==> src/rtl/led_seq_ctrl.sv <==
// LED pattern sequencer: chase, bounce, blink or static patterns stepped by a
// programmable clock divider, configured through a valid/ready register port.
module led_seq_ctrl #(
    parameter int NUM_LEDS    = 7,
    parameter int DIV_W       = 24,
    parameter int DEFAULT_DIV = 12_500_000
) (
    input  logic                clk,
    input  logic                rst,
    input  logic                enable,
    input  logic                cfg_valid,
    output logic                cfg_ready,
    input  logic [1:0]          cfg_addr,
    input  logic [DIV_W-1:0]    cfg_wdata,
    output logic                step_pulse,
    output logic [NUM_LEDS-1:0] led
);

    localparam int POS_W = (NUM_LEDS > 1) ? $clog2(NUM_LEDS) : 1;
    localparam logic [POS_W-1:0]    POS_MAX = POS_W'(NUM_LEDS - 1);
    localparam logic [NUM_LEDS-1:0] LED_ONE = NUM_LEDS'(1);

    typedef enum logic [1:0] {S_IDLE, S_RUN, S_APPLY} state_t;
    typedef enum logic [1:0] {M_STATIC, M_CHASE, M_BOUNCE, M_BLINK} mode_t;

    state_t              state_q, state_d;
    logic                ready_q;
    mode_t               mode_q;
    logic [DIV_W-1:0]    div_q, cnt_q;
    logic [NUM_LEDS-1:0] pat_q, led_q;
    logic [POS_W-1:0]    pos_q, pos_nxt;
    logic                dir_down_q, dir_nxt;
    logic [1:0]          pend_addr_q;
    logic                pend_restart_q;

    logic                accept;
    logic                terminal;
    logic [NUM_LEDS-1:0] led_step;
    logic [NUM_LEDS-1:0] led_first;
    logic                restart;
    logic                unused_wdata;

    assign terminal     = (cnt_q >= div_q - DIV_W'(1));
    assign restart      = (pend_addr_q == 2'd0) || (pend_addr_q == 2'd3 && pend_restart_q);
    assign led          = led_q;
    assign unused_wdata = ^cfg_wdata;

    // NOTE: every output of an always_comb gets a default first so no path
    // leaves it unassigned, which would otherwise infer a latch.
    always_comb begin
        state_d    = state_q;
        cfg_ready  = 1'b0;
        accept     = 1'b0;
        step_pulse = 1'b0;
        case (state_q)
            S_IDLE: begin
                cfg_ready = ready_q;
                accept    = cfg_valid & ready_q;
                if (accept)      state_d = S_APPLY;
                else if (enable) state_d = S_RUN;
            end
            S_RUN: begin
                cfg_ready = ready_q;
                accept    = cfg_valid & ready_q;
                if (accept)       state_d = S_APPLY;
                else if (!enable) state_d = S_IDLE;
                else              step_pulse = terminal;
            end
            S_APPLY: state_d = enable ? S_RUN : S_IDLE;
            default: state_d = S_IDLE;
        endcase
    end

    // Next pattern position/LED value for the current mode, used on a step.
    always_comb begin
        pos_nxt  = pos_q;
        dir_nxt  = dir_down_q;
        led_step = led_q;
        case (mode_q)
            M_CHASE: begin
                pos_nxt  = (pos_q == POS_MAX) ? '0 : pos_q + POS_W'(1);
                led_step = LED_ONE << pos_nxt;
            end
            M_BOUNCE: begin
                if (!dir_down_q) begin
                    pos_nxt = pos_q + POS_W'(1);
                    if (pos_nxt == POS_MAX) dir_nxt = 1'b1;
                end else begin
                    pos_nxt = pos_q - POS_W'(1);
                    if (pos_nxt == '0) dir_nxt = 1'b0;
                end
                led_step = LED_ONE << pos_nxt;
            end
            M_BLINK: led_step = (led_q == '0) ? '1 : '0;
            default: ;
        endcase
    end

    always_comb begin
        case (mode_q)
            M_STATIC: led_first = pat_q;
            M_BLINK:  led_first = '1;
            default:  led_first = LED_ONE;
        endcase
    end

    // NOTE: sequential state uses non-blocking assignments so every register
    // samples pre-edge values regardless of statement order.
    always_ff @(posedge clk or posedge rst) begin
        if (rst) begin
            state_q <= S_IDLE;
            ready_q <= 1'b0;
        end else begin
            state_q <= state_d;
            ready_q <= 1'b1;
        end
    end

    // A write edge suppresses any step; its effect on divider/pattern lands
    // at the end of the following APPLY cycle.
    always_ff @(posedge clk or posedge rst) begin
        if (rst) begin
            mode_q         <= M_CHASE;
            div_q          <= DIV_W'(DEFAULT_DIV);
            pat_q          <= LED_ONE;
            cnt_q          <= '0;
            pos_q          <= '0;
            dir_down_q     <= 1'b0;
            led_q          <= LED_ONE;
            pend_addr_q    <= 2'd0;
            pend_restart_q <= 1'b0;
        end else if (accept) begin
            pend_addr_q    <= cfg_addr;
            pend_restart_q <= cfg_wdata[0];
            case (cfg_addr)
                2'd0:    mode_q <= mode_t'(cfg_wdata[1:0]);
                2'd1:    div_q  <= (cfg_wdata == '0) ? DIV_W'(1) : cfg_wdata;
                2'd2:    pat_q  <= cfg_wdata[NUM_LEDS-1:0];
                default: ;
            endcase
        end else if (state_q == S_APPLY) begin
            if (restart) begin
                cnt_q      <= '0;
                pos_q      <= '0;
                dir_down_q <= 1'b0;
                led_q      <= led_first;
            end else if (pend_addr_q == 2'd1) begin
                cnt_q <= '0;
            end else if (pend_addr_q == 2'd2 && mode_q == M_STATIC) begin
                led_q <= pat_q;
            end
        end else if (state_q == S_RUN && enable) begin
            if (step_pulse) begin
                cnt_q      <= '0;
                pos_q      <= pos_nxt;
                dir_down_q <= dir_nxt;
                led_q      <= led_step;
            end else begin
                cnt_q <= cnt_q + DIV_W'(1);
            end
        end
    end

endmodule

==> config.mk <==
export PLATFORM = sky130hd
export DESIGN_NAME = led_seq_ctrl
export DESIGN_NICKNAME = d
export VERILOG_FILES = /design/src/rtl/led_seq_ctrl.sv
export SDC_FILE = /design/constraint.sdc
export NUM_CORES = 1
export LEC_CHECK = 0
export ABC_AREA = 0
export ABC_CLOCK_PERIOD_IN_PS = 8700
export CORE_MARGIN = 2
export CORE_UTILIZATION = 35
export DETAILED_ROUTE_END_ITERATION = 10
export PLACE_DENSITY = 0.52
export SETUP_SLACK_MARGIN = 0.5
export SLEW_MARGIN = 0
export SYNTH_ARGS = -nofsm -noshare
export SYNTH_HDL_FRONTEND = slang
export SYNTH_SLANG_ARGS = --single-unit
==> constraint.sdc <==
create_clock -name clk -period 8.7 [get_ports clk]
set_clock_uncertainty 0.1 [all_clocks]
set_input_delay 1.305 -clock clk [delete_from_list [all_inputs] [get_ports clk]]
set_output_delay 1.305 -clock clk [all_outputs]
set_load 0.02 [all_outputs]
==> results by group, run 1 <==
Synthesis
  – Adder-Cell Fraction of Synth Area: 9.58%
  – Post-synthesis mux area share: a little over a tenth
  – Ys flop type: dfrtp_1
  – Synth Area in Compound Gates: around a tenth
  – Xor/xnor share of the synthesized area: 7.66%
  – Simple-Gate Fraction of Synth Area: 19.2%
  – Synth Warn #: 0
  – Ys async rst share: 100%
  – Ranking of synthesized cells by area: dfrtp_1, mux2_2, ha_1
  – Avg Inst Size Synth: 10.1 µm²
  – Most area-hungry cell type in the Yosys netlist: dfrtp_1
  – Sequential area share after synthesis: between 40% and 50%
  – Yosys cell types: between 50 and 60
  – Post-synth top cells: dfrtp_1, mux2_2, nand2_1
  – Net count after synthesis: roughly 520
  – Post-synthesis register bit count: 74
  – Largest family of logic cells by synthesized area: simple AND/OR/NAND/NOR gates
  – Synth top area share: about 32%
  – Top-count cell post-synth: dfrtp_1
  – Post-Syn Area: between 4000 and 5000 µm²
  – Number of synthesized flops with an enable pin: 0
  – Synthesized instance count: 453

Clock network
  – Setup Fix Bufs, Post-CTS: 0
  – Sink Count: 74
  – H-tree levels: 3
  – Cts hold-fix bufs: 0
  – Clock Tree Buf Depth: 2
  – Worst-path clk slew: 60 ps
  – CTS tree: yes
  – Post-cts resize count: 0
  – Skew-Pair Late Insertion Delay: approximately 340 ps
  – Num CTS Buffers: 9
  – Root Buffer: clkbuf_16

Power and ir drop
  – Pint: between 0.8 and 0.9 mW
  – Seq pwr share: ~40%
  – Max IR drop VDD: about 0.095 mV
  – P_sw: 0.377 mW
  – Total power: approximately 1.2 mW
  – Pwr Density: 223 nW/µm²
  – Clock share of power: between 30% and 40%
  – Combinational power share: between 20% and 30%
  – Pleak: around 2.3 nW
  – Net Sw Frac: between 30% and 40%

GRT
  – GRT Total Usage: between 10% and 20%
  – First-pass GRT wire length: roughly 17 mm
  – Largest net degree at the start of global routing: 75
  – Gr ovfl total: 0
  – Initial antenna violation count: 0
  – Vias in the first global route: approximately 3400

Route
  – Avg Vias per Cell: roughly 5.3
  – Post-Route WL: 10.3 mm
  – # DRC: 0
  – Via count: 3550
  – WL/cell: 15.3 µm
  – Iteration count of the initial detailed-routing pass: 4
  – First DRT Iteration DRCs: ~140
  – Post-route ant nets: 0

Run status
  – Run status: complete, no violations

Timing
  – Worst slew pin tran: 1070 ps
  – Worst Setup Slack, final: between 2000 and 2500 ps
  – Endpoints failing setup: 0
  – Fmax: approximately 0.15 GHz
  – Hold Violations, Final: 0
  – RSZ-0062 raised after global routing: false
  – Fin crit share: about 75%
  – Worst hold slack: 416 ps
  – Slew Limit Fails: 0
  – Minimum clock period: ~6600 ps
  – Setup TNS Final: 0 ps
  – Slew margin rel.: around 29%

Die
  – I/O Pins: 39
  – Height of the die: ~120 µm
  – Core Region: about 13000 µm²
  – Die Wd: between 100 and 150 µm
  – Initial Util: a little over a third
  – Site row count: around 40
  – Die area: between 10000 and 15000 µm²

Setup path
  – Slowest stage delay, CP: about 540 ps
  – Critical path launch point type: register
  – Worst EP arrival: ~5200 ps
  – Crit path max-delay family: simple AND/OR/NAND/NOR gates
  – Cell Chain, Critical Path: or3_4 -> or4_4 -> or3_4 -> or4_4 -> or2_4 -> nor3_2 -> xnor2_1 -> ha_1 -> a21oi_1 -> nor2b_1 -> o21ai_0 -> o311ai_0 -> nor4_2 -> buf_4 -> nand2b_1 -> inv_1 -> clkdlybuf4s50_1
  – Critical setup path kind: reg -> out
  – CP Buf/Inv Count: 3
  – CP max FO: 15
  – Slowest CP cell: clkdlybuf4s50_1
  – CP Data Required Time: between 7000 and 8000 ps
  – Critical path endpoint category: output pin

Placement
  – # port buffers: 38
  – HPWL Detailed: ~7.7 mm
  – Setup WS pre-CTS: about 2500 ps
  – Placer congestion estimate: roughly 0.86

Finish
  – Layout cells sized above 1: between 10% and 20%
  – Area Overhead vs Synth: 19.8%
  – Final nets: 560
  – Diodes inserted: 0

Worst hold path
  – Hold WC Path Type: reg -> reg

Job
  – Number of max-cap violations: 0
worst paths after layout:
path	startpoint	end	slack, ps	cells after the start
setup / recovery	div_q[4]	step_pulse	2150	17
hold / removal	pat_q[5]	pat_q[5]	420	1
setup reg to reg	div_q[4]	led[3]	3760	16
hold reg to reg	pat_q[5]	pat_q[5]	420	1
max in group asynchronous	rst	pend_addr_q[0]	6400	3
min in group asynchronous	rst	div_q[16]	1490	3
power by group through the flow:
stage / combinational (mW) / clock (mW) / sequential [mW]
2_1_floorplan: 0.224 / 0 / 0.491
3_3_place_gp: 0.329 / 0 / 0.492
3_5_place_dp: 0.340 / 0 / 0.495
4_1_cts: 0.342 / 0.401 / 0.489
5_1_grt: 0.379 / 0.417 / 0.500
6_report: 0.338 / 0.394 / 0.489
cells by family after synthesis:
logic type	count (synthesis)
AND/OR/NAND/NOR	167
flip-flops	74
AO/OA/AOI/OAI	69
multiplexers	43
XOR/XNOR	40
adder cells (fa/ha/maj)	35
buffers and inverters	24
other	1
stage by stage:
step	std cells	utilization (%)	cell area, µm²
floorplan	453	-	4570
global placement	656	40.7	5160
detailed placement	656	40.7	5160
CTS	672	43.2	5480
global route	672	43.2	5480
finish	672	43.2	5480
layout by cell type (no fill, tap or decap), types with 3 or more instances in the layout:
master / netlist / final
dfstp_2: 15 / 15
or3_1: 4 / 4
and4_1: 3 / 3
and3_1: 3 / 3
nand2_1: 40 / 40
nor3_1: 13 / 13
nand3_1: 17 / 17
buf_4: 0 / 3
a221o_1: 6 / 6
nor2b_1: 6 / 6
nand4_1: 9 / 9
dfrtp_1: 59 / 59
clkbuf_16: 0 / 9
clkdlybuf4s50_1: 0 / 38
nor2_1: 38 / 38
o21ai_0: 21 / 21
or3_4: 4 / 4
a21oi_1: 17 / 17
xnor2_1: 19 / 19
inv_1: 14 / 13
clkbuf_8: 0 / 4
nor4_1: 11 / 10
xor2_1: 21 / 21
mux2_2: 41 / 41
a32o_1: 4 / 4
o211ai_1: 3 / 3
ha_1: 35 / 35
flip-flops by register name, indices dropped and copies added (netlist names):
signal,cells
pat_q,7
dir_down_q,1
pend_restart_q,1
mode_q,2
ready_q,1
pend_addr_q,2
state_q,2
cnt_q,24
pos_q,3
div_q,24
led,7
final cells by class:
class / instances / area, µm²
timing repair buffer: 41 / 403
clock inverter: 1 / 30.0
fill: 1228 / 7190
multi-input combinational: 355 / 2620
sequential: 74 / 1870
clock buffer: 15 / 288
tap: 172 / 215
inverter: 14 / 52.6
metal layers:
| metal | up-vias | part of all wire (%) | global-route usage (%) |
|---|---|---|---|
| met5 | - | 0 | 0 |
| met1 | 1750 | 52 | 22.3 |
| met3 | 11 | 2.5 | 1.98 |
| li1 | 1731 | - | - |
| met4 | 0 | 1.8 | 6.93 |
| met2 | 58 | 43 | 22.6 |
Power figures use the tool's default switching activity.
==> run 2, diff against run 1 <==
--- a/config.mk
+++ b/config.mk
@@ -6,7 +6,7 @@
 export NUM_CORES = 1
 export LEC_CHECK = 0
 export ABC_AREA = 0
-export ABC_CLOCK_PERIOD_IN_PS = 8700
+export ABC_CLOCK_PERIOD_IN_PS = 6800
 export CORE_MARGIN = 2
 export CORE_UTILIZATION = 35
 export DETAILED_ROUTE_END_ITERATION = 10
==> constraint.sdc (replaced) <==
create_clock -name clk -period 6.8 [get_ports clk]
set_clock_uncertainty 0.1 [all_clocks]
set_input_delay 1.02 -clock clk [delete_from_list [all_inputs] [get_ports clk]]
set_output_delay 1.02 -clock clk [all_outputs]
set_load 0.02 [all_outputs]
==> results by group, run 2 (same netlist as run 1, synthesis figures left out) <==
Route
  – Avg Vias per Cell: slightly above 5
  – Post-route ant nets: 0
  – Via count: 3483
  – First DRT Iteration DRCs: 187
  – Iteration count of the initial detailed-routing pass: 4
  – Post-Route WL: slightly above 10 mm
  – WL/cell: 15.1 µm
  – # DRC: 0

Timing
  – Slew Limit Fails: 0
  – Minimum clock period: 5790 ps
  – Fin crit share: between 80 and 90%
  – Fmax: between 0.15 and 0.2 GHz
  – Endpoints failing setup: 0
  – RSZ-0062 raised after global routing: false
  – Hold Violations, Final: 0
  – Worst slew pin tran: about 1100 ps
  – Setup TNS Final: 0 ps
  – Slew margin rel.: between 20% and 30%

Placement
  – Placer congestion estimate: 0.855
  – DP Area: roughly 5200 µm²
  – HPWL Detailed: approximately 7.6 mm
  – # port buffers: 38

Power and ir drop
  – Pwr Density: about 270 nW/µm²
  – Max IR drop VDD: roughly 0.13 mV
  – Pleak: 2.31 nW

Setup path
  – R2r setup slk: 1730 ps
  – Slowest CP cell: or4_4
  – Reg2reg start: div_q[4]
  – Critical path endpoint category: output pin
  – CP max FO: 5
  – Worst EP arrival: 4670 ps
  – Critical path launch point type: register
  – Critical setup path kind: reg -> out
  – CP Data Required Time: ~5700 ps
  – Reg2Reg Depth: 17
  – Cell Chain, Critical Path: or3_4 -> or4_4 -> or3_4 -> or4_4 -> or2_4 -> nor3_2 -> xnor2_1 -> ha_1 -> nand4_1 -> nor3_1 -> nor3b_1 -> nor4_2 -> buf_4 -> nand2b_2 -> inv_1 -> dlymetal6s2s_1
  – Slowest stage delay, CP: 450 ps
  – R2r endpoint: led[3]

Finish
  – Final nets: around 560
  – Final Cell Area: 5440 µm²
  – Layout cells sized above 1: around 17%
  – # fillers: ~1300
  – Area Overhead vs Synth: 19.0%
  – Commonest non-fill, non-tap cell in the layout: dfrtp_1
  – Diodes inserted: 0
  – Biggest regs: cnt_q x24, div_q x24
  – Commonest non-fill, non-tap cells in the layout: dfrtp_1, mux2_2, nand2_1, nor2_1, clkdlybuf4s50_1
  – Multi-input gate area: 2620 µm²
  – FF+latch area: ~1900 µm²

Worst hold path
  – Hold WC Path Type: reg -> reg
  – Hold path depth: 1
  – Hold path startpoint: pat_q[6]
  – Worst hold endpoint: pat_q[6]

Clock network
  – Skew-Pair Late Insertion Delay: around 330 ps
  – Num CTS Buffers: 9
  – H-tree levels: 3
  – Sink Count: between 70 and 80
  – Worst-path clk slew: about 60 ps
  – CTS tree: yes
  – Clock Tree Buf Depth: 2
  – Root Buffer: clkbuf_16

Die
  – Die area: around 14000 µm²
  – Height of the die: roughly 120 µm
  – Die Wd: 118 µm
  – Initial Util: roughly 36%
  – I/O Pins: 39
  – Core Region: about 13000 µm²
  – Site row count: 41

GRT
  – Largest net degree at the start of global routing: between 70 and 80
  – First-pass GRT wire length: around 17 mm
  – GRT Total Usage: 15.4%
  – Vias in the first global route: 3438
  – Gr ovfl total: 0
  – Initial antenna violation count: 0

Job
  – Number of max-cap violations: 0

Run status
  – Run status: complete, no violations
==> run 2: cell count changes in the layout (fill, tap and decap cells not counted) <==
cell and delta:
bufinv_16 -1, buf_4 +1, dlymetal6s2s_1 +1, nand2b_2 +1
clkdlybuf4s50_1 -1, clkbuf_8 -2, nand2b_1 -1, clkbuf_1 +3
==> run 2: worst max path at each step <==
stage                 end  startpoint  cells after the start  slack [ps]
2_1_floorplan  step_pulse    div_q[4]                     15        1630
3_3_place_gp   step_pulse    div_q[4]                     17         920
3_5_place_dp   step_pulse    div_q[4]                     17         810
4_1_cts        step_pulse    div_q[4]                     16         600
5_1_grt        step_pulse    div_q[4]                     17         650
6_report       step_pulse    div_q[4]                     16        1010
==> run 2: repair_timing <==
action                                 CTS  global route
setup endpoints to repair                1             1
endpoints found under the hold margin    0             0
setup buffers                            1             0
gates resized for setup                  1             1
hold buffers                             0             0
==> run 2: final cells by class <==
| type | instances | share of cell area, % |
|---|---|---|
| clock buffer | 16 | 4.99 |
| inverter | 14 | 0.965 |
| multi-input combinational | 355 | 48.1 |
| sequential | 74 | 34.4 |
| tap | 172 | 3.95 |
| timing repair buffer | 42 | 7.58 |
==> run 2: metrics by stage <==
stage / util (%) / total power [mW] / hold WS, ps / cells / setup slack, ps
after global routing: 43.0 / 1.60 / 433 / 673 / 651
after CTS: 42.9 / 1.51 / 419 / 673 / 598
after global placement: 40.7 / 1.05 / 399 / 656 / 919
after detailed placement: 40.7 / 1.06 / 406 / 656 / 811
after floorplan: - / 0.915 / 380 / 453 / 1630
final: 43.0 / 1.50 / 414 / 673 / 1010
==> run 2: routing by layer <==
layer	share of wire, %	vias up	track usage [%]
li1	-	1732	-
met1	53	1700	23.4
met2	43	43	22.3
met3	2.7	8	2.17
met4	1.3	0	4.97
met5	0	-	0
==> run 2: critical path: cells and delay by family (launching register included) <==
| family | cells | cell delay, ps |
|---|---|---|
| xor gates and xnor gates | 1 | 90 |
| adders and majority gates | 1 | 280 |
| buffers and inverters | 3 | 460 |
| DFF | 1 | 410 |
| and+or+nand+nor | 11 | 3090 |
==> run 2: where the power goes <==
part	switching [mW]	internal, mW
combinational	0.212	0.218
clock	0.174	0.268
sequential	0.0871	0.538
==> run 3, diff against run 2 <==
--- a/config.mk
+++ b/config.mk
@@ -6,7 +6,6 @@
 export NUM_CORES = 1
 export LEC_CHECK = 0
 export ABC_AREA = 0
-export ABC_CLOCK_PERIOD_IN_PS = 6800
 export CORE_MARGIN = 2
 export CORE_UTILIZATION = 35
 export DETAILED_ROUTE_END_ITERATION = 10
==> results of run 3 <==
The final DEF is identical to that of run 2; final timing and power are the same.
